--- config.mk ---
export PLATFORM = sky130hd
export DESIGN_NAME = half_adder
export DESIGN_NICKNAME = d
export VERILOG_FILES = /design/src/rtl/half_adder.sv
export SDC_FILE = /design/constraint.sdc
export NUM_CORES = 1
export LEC_CHECK = 0
export CORE_AREA = 2 2 39 41
export DETAILED_ROUTE_END_ITERATION = 12
export DIE_AREA = 0 0 41 43
export PLACE_DENSITY = 0.72
export SYNTH_ARGS = -nofsm -noshare
export SYNTH_HDL_FRONTEND = slang
export SYNTH_SLANG_ARGS = --single-unit
export TNS_END_PERCENT = 50
--- constraint.sdc ---
create_clock -name clk -period 3.5 [get_ports clk]
set_input_delay 1.05 -clock clk [delete_from_list [all_inputs] [get_ports clk]]
set_output_delay 1.05 -clock clk [all_outputs]
set_load 0.02 [all_outputs]
--- src/rtl/half_adder.sv ---
// half_adder: registered per-bit sum/carry with a one-cycle valid pipeline
// and a wrapping count of accepted operations that produced any carry.
module half_adder #(
    parameter int WIDTH = 1,
    parameter int CNT_W = 8
) (
    input  logic             clk,
    input  logic             rst,
    input  logic [WIDTH-1:0] in1,
    input  logic [WIDTH-1:0] in2,
    input  logic             in_valid,
    output logic [WIDTH-1:0] out,
    output logic [WIDTH-1:0] cout,
    output logic             out_valid,
    output logic [CNT_W-1:0] carry_cnt
);
    logic [WIDTH-1:0] out_q, out_d, cout_q, cout_d;
    logic             valid_q, valid_d;
    logic [CNT_W-1:0] cnt_q, cnt_d;

    always_comb begin
        out_d   = in_valid ? in1 ^ in2 : out_q;
        cout_d  = in_valid ? in1 & in2 : cout_q;
        valid_d = in_valid;
        cnt_d   = cnt_q + CNT_W'(in_valid && |(in1 & in2));
    end

    always_ff @(posedge clk or posedge rst) begin
        if (rst) begin
            out_q   <= '0;
            cout_q  <= '0;
            valid_q <= 1'b0;
            cnt_q   <= '0;
        end else begin
            out_q   <= out_d;
            cout_q  <= cout_d;
            valid_q <= valid_d;
            cnt_q   <= cnt_d;
        end
    end

    assign out       = out_q;
    assign cout      = cout_q;
    assign out_valid = valid_q;
    assign carry_cnt = cnt_q;
endmodule

### Word-level counts from Yosys, hierarchy flattened

Index checks and enable logic that the tools add are counted.

* $add $sub $neg: 1
* bitwise logic cells: 2
* reduce and logical (&&, ||, !) cells: 1

Operators by type and width (count)
* 8-bit by 1-bit adder with 8-bit output: 1
* 1-bit AND: 1
* 1-bit logical AND: 1
* 1-bit XOR: 1

* register bits: 11
* bits of input ports: 5
* output and inout port bits: 11
* logic and storage cells: 8

### Logic depth before layout (Yosys ltp)

Gate-level depths: netlist of run 1.

* depth in word-level cells: 3
* depth in mapped cells: 7
* depth with buffers taken out: 7

### Worst setup path before layout of run 1

Ideal clock, no wire load.

* path type: input to register
* start: input in1
* end: register cnt_q[6] (netlist: carry_cnt[6])
* library setup time: 131 ps
* data arrival time: 2060 ps
* required time: 3369 ps
* path slack: 1308 ps
* stages on the path: 7
* path buffers: 0
* cell sequence: ha_1 and2_1 ha_1 ha_1 nand3_1 nor2_1 xor2_1

* word-level cells in the longest chain between the ends: 3

Ends and longest elaborated chain
* start: declaration: RTL line 9 `input logic [WIDTH-1:0] in1,`
* 1-bit AND: RTL line 25 `cnt_d = cnt_q + CNT_W'(in_valid && |(in1 & in2));`
* 1-bit logical AND: RTL line 25
* 8-bit by 1-bit adder with 8-bit output: RTL line 25
* net cnt_d[6]: RTL line 19 `logic [CNT_W-1:0] cnt_q, cnt_d;`
* end signal: assignment: RTL line 38 `cnt_q <= cnt_d;`
* end: declaration: RTL line 19

The timed path passes the listed nets, and every way through them passes these cells.
A chain may end at the register's enable or synchronous reset.

### Worst setup path in the final report of run 1

Ends and elaborated chain as after synthesis.

==> results of run 1 <==
[per-layer routing]
metal	track usage	vias up	wire length, µm
met5	0	-	0
met4	0.1200	0	23
met3	0.03141	4	42
met2	0.1313	11	318
met1	0.1229	135	328
li1	-	147	-
[critical path: stages]
cell and delay (ns):
clkdlybuf4s50_1 0.41, ha_1 0.21, and2_1 0.16, ha_1 0.21, ha_1 0.22, nand3_1 0.12
nor2_1 0.06, xor2_1 0.13
[layout make-up]
| type | count | area, µm² | area share |
|---|---|---|---|
| sequential | 11 | 275.3 | 0.4365 |
| multi-input combinational | 19 | 155.1 | 0.2460 |
| timing repair buffer | 15 | 150.1 | 0.2381 |
| clock buffer | 4 | 26.28 | 0.04167 |
| tap | 16 | 20.02 | 0.03175 |
| inverter | 1 | 3.754 | 0.005952 |
[how the worst max path moves through the flow]
stage / end / slack [ns]
after floorplan: carry_cnt[6] / 1.31
after global placement: carry_cnt[6] / 0.81
after detailed placement: carry_cnt[6] / 0.80
after CTS: carry_cnt[6] / 1.08
after global routing: carry_cnt[6] / 0.93
final: carry_cnt[6] / 1.09
[synth_stat cells (all sizes together)]
library cell	instances
xnor2	4
and4	1
xor2	2
mux2	2
dfrtp	11
ha	3
nor2	1
nand3	2
and2	1
inv	1
nand2	2
nand4	1
[through the flow]
stage	hold WS (ns)	total power [mW]	std cells
after global placement	0.4605	0.3144	62
after floorplan	0.5824	0.2441	31
after global routing	0.5276	0.4211	66
after CTS	0.4965	0.4043	66
final	0.4868	0.3977	66
after detailed placement	0.4872	0.3175	62
[sequential cells by signal (all words and copies together), names as in the netlist]
name and count:
out 1, cout 1, carry_cnt 8, out_valid 1
[power by group through the flow]
stage	Sequential [mW]	Clock [mW]	Combinational (mW)
2_1_floorplan	0.221	0	0.0233
3_3_place_gp	0.186	0	0.128
3_5_place_dp	0.189	0	0.129
4_1_cts	0.187	0.0884	0.129
5_1_grt	0.191	0.0930	0.137
6_report	0.186	0.0848	0.127
[logic make-up (layout without fill, tap and decap cells)]
logic type / after synthesis / after routing / synth area share
fa+ha+maj: 3 / 3 / 0.08646
flops: 11 / 11 / 0.6340
buf+inv: 1 / 20 / 0.008637
xor+xnor: 6 / 6 / 0.1210
mux: 2 / 2 / 0.05187
simple gates: 8 / 8 / 0.09800
==> summary.md, run 1 <==
| Metric | Value |
|---|---|
| Peak VDD IR | ~0.36 mV |
| Hold-critical path depth | 1 |
| Die area | 1763 µm² |
| Final Setup Violations | 0 |
| Chip height | 43 µm |
| #FFs+latches synth | 11 |
| Vias in the first global route | between 200 and 300 |
| R2R Setup Slk | 2.22 ns |
| Cell Area, Synth | about 430 µm² |
| Synth Instances | 31 |
| Most common cell after layout, fill and taps aside | clkdlybuf4s50_1 |
| FP Rows | 14 |
| Worst-margin pin slew | 0.4056 ns |
| Status | finished, final reports clean |
| N_diodes | 0 |
| Seq pwr share | 0.468 |
| Reg2reg path depth | 5 |
| WL/cell | 10.80 µm |
| Root Buffer | clkbuf_4 |
| Fin worst setup slack | 1.088 ns |
| DP HPWL | 539.8 µm |
| TritonCTS clock tree | yes |
| Commonest cells after routing, fill and taps aside | clkdlybuf4s50_1, dfrtp_1, xnor2_1, ha_1, clkbuf_4 |
| Post-synth top area cell | dfrtp_1 |
| Layout cells sized above 1 | 0.1000 |
| Top cell type's share of synthesized area | 0.6340 |
| Post-route DRC | 0 |
| Post-DP Area | 604.3 µm² |
| Worst hold path type | register to register |
| GPL Wtd Cong | ~0.63 |
| Pwr per Cell Area | 630.6 nW/µm² |
| Fillers | 147 |
| Min-Delay Startpoint | carry_cnt[7] |
| Clock Skew | 0.0009218 ns |
| Number of max-cap violations | 0 |
| RSZ-0062 raised after global routing | no |
| DR vias | 297 |
| Slew headroom | 0.7293 |
| Total GRT Usage | 0.1045 |
| TritonCTS Sinks | 11 |
| End of the worst hold path | carry_cnt[7] |
| DR pass1 iterations | 2 |
| Critical path startpoint | in1 |
| Setup TNS | 0 ns |
| Post-CTS Setup Inserts | 0 |
| Leak | 0.2840 nW |
| R2r endpoint | carry_cnt[6] |
| Register clock-pin slew on the reported worst setup and hold paths | approximately 0.070 ns |
| Initial Util | 0.3137 |
| Clk Latency, worst-skew pair | roughly 0.26 ns |
| Internal power | 268.1 µW |
| Final Hold Fails | 0 |
| DR iter-0 viols | 3 |
| First-pass GRT wire length | 1145 µm |
| Sw Pwr | 129.6 µW |
| Power share of the clock group | 0.213 |
| Startpoint types | input pin |
| Final core occ | 0.4557 |
| H-tree depth | 1 |
| Max-slew violation count | 0 |
| Place WS | approximately 0.8 ns |
| Fin area | 630.6 µm² |
| Crit end category | register |
| Cts hold-fix bufs | 0 |
| Final #Nets | 59 |
| Antenna-violating nets left | 0 |
| R2R Path Start | carry_cnt[0] |
| Avg Vias per Cell | 4.500 |
| PostCTS Resize Cnt | 0 |
| Total Wirelength | 713 µm |
| Grt total ovfl | 0 |
| Worst EP required | 3.65 ns |
| Fmax | roughly 0.41 GHz |
| Syn Nets | 39 |
| Synth warnings | 0 |
| Largest net degree at the start of global routing | 12 |
| Post-synthesis cell type count | 12 |
| Fin crit share | 0.6893 |
| Initial antenna violation count | 0 |
| Number of port buffers | 15 |
| Crit path DAT | 2.56 ns |
| Maximum clock path buffer count | 2 |
| Synth Area per Inst | 14.01 µm² |
| Combinational Power Share | 0.319 |
| Register area share after synthesis | 0.6340 |
| TritonCTS Buffers | 3 |
| WS Path Type | input pin to register |
| Net Sw Frac | 0.3259 |
| Core Area | approximately 1400 µm² |
| I/O pin cnt | 16 |
| Crit path max fanout | 3 |
| Min Tclk post-route | approximately 2.4 ns |
| Syn-to-layout area delta | 45.25% |
| Dominant cells by area after synthesis | dfrtp_1, ha_1, xnor2_1 |
| Chip Width | between 40 and 50 µm |
Note: power is estimated with default switching activity, not from simulation.
==> run 2: changes to the inputs <==
--- a/config.mk
+++ b/config.mk
@@ -8,7 +8,7 @@
 export CORE_AREA = 2 2 39 41
 export DETAILED_ROUTE_END_ITERATION = 12
 export DIE_AREA = 0 0 41 43
-export PLACE_DENSITY = 0.72
+export PLACE_DENSITY = 0.74
 export SYNTH_ARGS = -nofsm -noshare
 export SYNTH_HDL_FRONTEND = slang
 export SYNTH_SLANG_ARGS = --single-unit
==> constraint.sdc (replaced) <==
create_clock -name clk -period 2.2 [get_ports clk]
set_input_delay 0.66 -clock clk [delete_from_list [all_inputs] [get_ports clk]]
set_output_delay 0.66 -clock clk [all_outputs]
set_load 0.02 [all_outputs]
==> run 2 against run 1 <==
Hold slack got worse by 0.013 ns. Combinational power increased by 62%. Sequential power increased by 60%. First-iteration DRC count decreased by 67%. Core utilization increased by 1.6 points. Design area increased by 3.6%. Worst setup slack got worse by 0.88 ns. Clock skew increased by 0.0059 ns. Via count increased by 0.34%.
==> summary.md, run 2 (synthesized netlist as in run 1, its figures left out) <==
| Metric | Value |
|---|---|
| Largest net degree at the start of global routing | 12 (unchanged) |
| Min-Delay Startpoint | carry_cnt[7] |
| Clock Skew | 0.006834 ns (+0.005912 ns) |
| Register clock-pin slew on the reported worst setup and hold paths | 0.07 ns (about the same) |
| TritonCTS Buffers | 3 (unchanged) |
| Initial antenna violation count | 0 (unchanged) |
| Initial Util | 0.3137 (unchanged) |
| Fillers | 133 (-9.5%) |
| Clk Latency, worst-skew pair | 0.27 ns (about the same) |
| DR iter-0 viols | 1 (-2) |
| First-pass GRT wire length | 1069 µm (-6.6%) |
| Post-route DRC | 0 (unchanged) |
| Pwr per Cell Area | 977.2 nW/µm² (+55%) |
| Fin cells | 69 (+4.5%) |
| Post-CTS Setup Inserts | 0 (unchanged) |
| Cell count after placement | 65 (+4.8%) |
| Critical path startpoint | in1 |
| Chip Width | 41 µm (unchanged) |
| Peak VDD IR | 0.4586 mV (+29%) |
| FP Rows | 14 (unchanged) |
| Core Area | 1384 µm² (unchanged) |
| I/O pin cnt | 16 (unchanged) |
| Syn-to-layout area delta | 50.43% |
| Slew headroom | 0.7278 (-0.001447) |
| Total Wirelength | 728 µm (+2.1%) |
| Max-slew violation count | 0 (unchanged) |
| Commonest cells after routing, fill and taps aside | clkdlybuf4s50_1, dfrtp_1, xnor2_1 |
| DR vias | 298 (+0.34%) |
| N_diodes | 0 (unchanged) |
| GPL Wtd Cong | 0.6617 (+5.4%) |
| TritonCTS clock tree | yes |
| Vias in the first global route | 274 (+1.9%) |
| Worst-margin pin slew | 0.4078 ns (+0.002168 ns) |
| Total GRT Usage | 0.09156 (-0.01291) |
| Worst EP required | 2.35 ns (-1.30 ns) |
| Crit end category | register |
| Leak | 0.2983 nW (+5.1%) |
| Cts hold-fix bufs | 0 (unchanged) |
| Layout cells sized above 1 | 0.1509 (+0.05094) |
| RSZ-0062 raised after global routing | no |
| Min Tclk post-route | about 2 ns |
| Die area | 1763 µm² (unchanged) |
| Max reg flops | 8 (unchanged) |
| Crit path DAT | 2.14 ns (-0.42 ns) |
| Final core occ | 0.4720 (+0.01627) |
| Most common cell after layout, fill and taps aside | clkdlybuf4s50_1 |
| Avg Vias per Cell | 4.319 (-4.0%) |
| Number of port buffers | 15 (unchanged) |
| Crit path max fanout | 3 (unchanged) |
| Chip height | 43 µm (unchanged) |
| Number of max-cap violations | 0 (unchanged) |
| R2R Path Start | carry_cnt[0] |
| Startpoint types | input pin |
| TritonCTS Sinks | 11 (unchanged) |
| Fmax | between 0.5 and 0.6 GHz |
| DR pass1 iterations | 4 (+2) |
| Final #Nets | 62 (+5.1%) |
| Worst hold path type | register to register |
| PostCTS Resize Cnt | 0 (unchanged) |
| WL/cell | 10.55 µm (-2.3%) |
| Root Buffer | clkbuf_4 |
| Fin crit share | 0.9064 |
| Antenna-violating nets left | 0 (unchanged) |
| Grt total ovfl | 0 (unchanged) |
| Status | finished, final reports clean |
| H-tree depth | 1 (unchanged) |
| WS Path Type | input pin to register |
| Maximum clock path buffer count | 2 (unchanged) |
| Final Hold Fails | 0 (unchanged) |
| Final Setup Violations | 0 (unchanged) |
## run 2: changes by cell type in the layout (fill, tap and decap cells not counted)
cell / previous run / this run
buf_4: 0 / 3
## run 2: worst max-delay path, stage by stage
cell             delay, ns
clkdlybuf4s50_1       0.41
ha_1                  0.20
and2_1                0.16
ha_1                  0.21
ha_1                  0.20
nand3_1               0.11
nor2_1                0.05
xor2_1                0.13
## run 2: power by group
part	internal (mW)	switching (mW)	total (mW)	leakage (nW)
sequential	0.249	0.0476	0.297	0.140
clock	0.0701	0.0659	0.136	0.0150
combinational	0.110	0.0955	0.206	0.143
## run 2: metrics by stage
step                      cell area, µm²  setup WS, ns  power, mW  setup TNS, ns  hold slack (ns)
after global routing               653.1        0.1255     0.6731              0           0.5034
after CTS                          653.1        0.2084     0.6487              0           0.4841
final                              653.1        0.2060     0.6382              0           0.4742
after floorplan                    434.2        0.3983     0.3883              0           0.5124
after detailed placement           626.9      -0.05887     0.5079        -0.1424           0.4733
after global placement             626.9      -0.05767     0.5038        -0.1260           0.4605
## run 2: final timing paths
kind | endpoint | slack [ns] | cells after the start
min in group asynchronous | carry_cnt[7] | 0.68 | 2
max in group asynchronous | carry_cnt[2] | 1.23 | 2
setup / recovery | carry_cnt[6] | 0.21 | 8
hold / removal | carry_cnt[7] | 0.47 | 1
hold reg to reg | carry_cnt[7] | 0.47 | 1
setup reg to reg | carry_cnt[6] | 0.96 | 5
## run 2: area by class of cell
cell class / instances / area [µm²] / share of cell area
inverter: 1 / 3.754 / 0.005747
multi-input combinational: 19 / 155.1 / 0.2375
clock buffer: 4 / 26.28 / 0.04023
tap: 16 / 20.02 / 0.03065
timing repair buffer: 18 / 172.7 / 0.2644
sequential: 11 / 275.3 / 0.4215
## run 2: per-layer routing
metal | GRT usage | part of all wire
met2 | 0.1313 | 0.50
met5 | 0 | 0
met1 | 0.1107 | 0.43
met3 | 0.03141 | 0.077
met4 | 0.06000 | 0
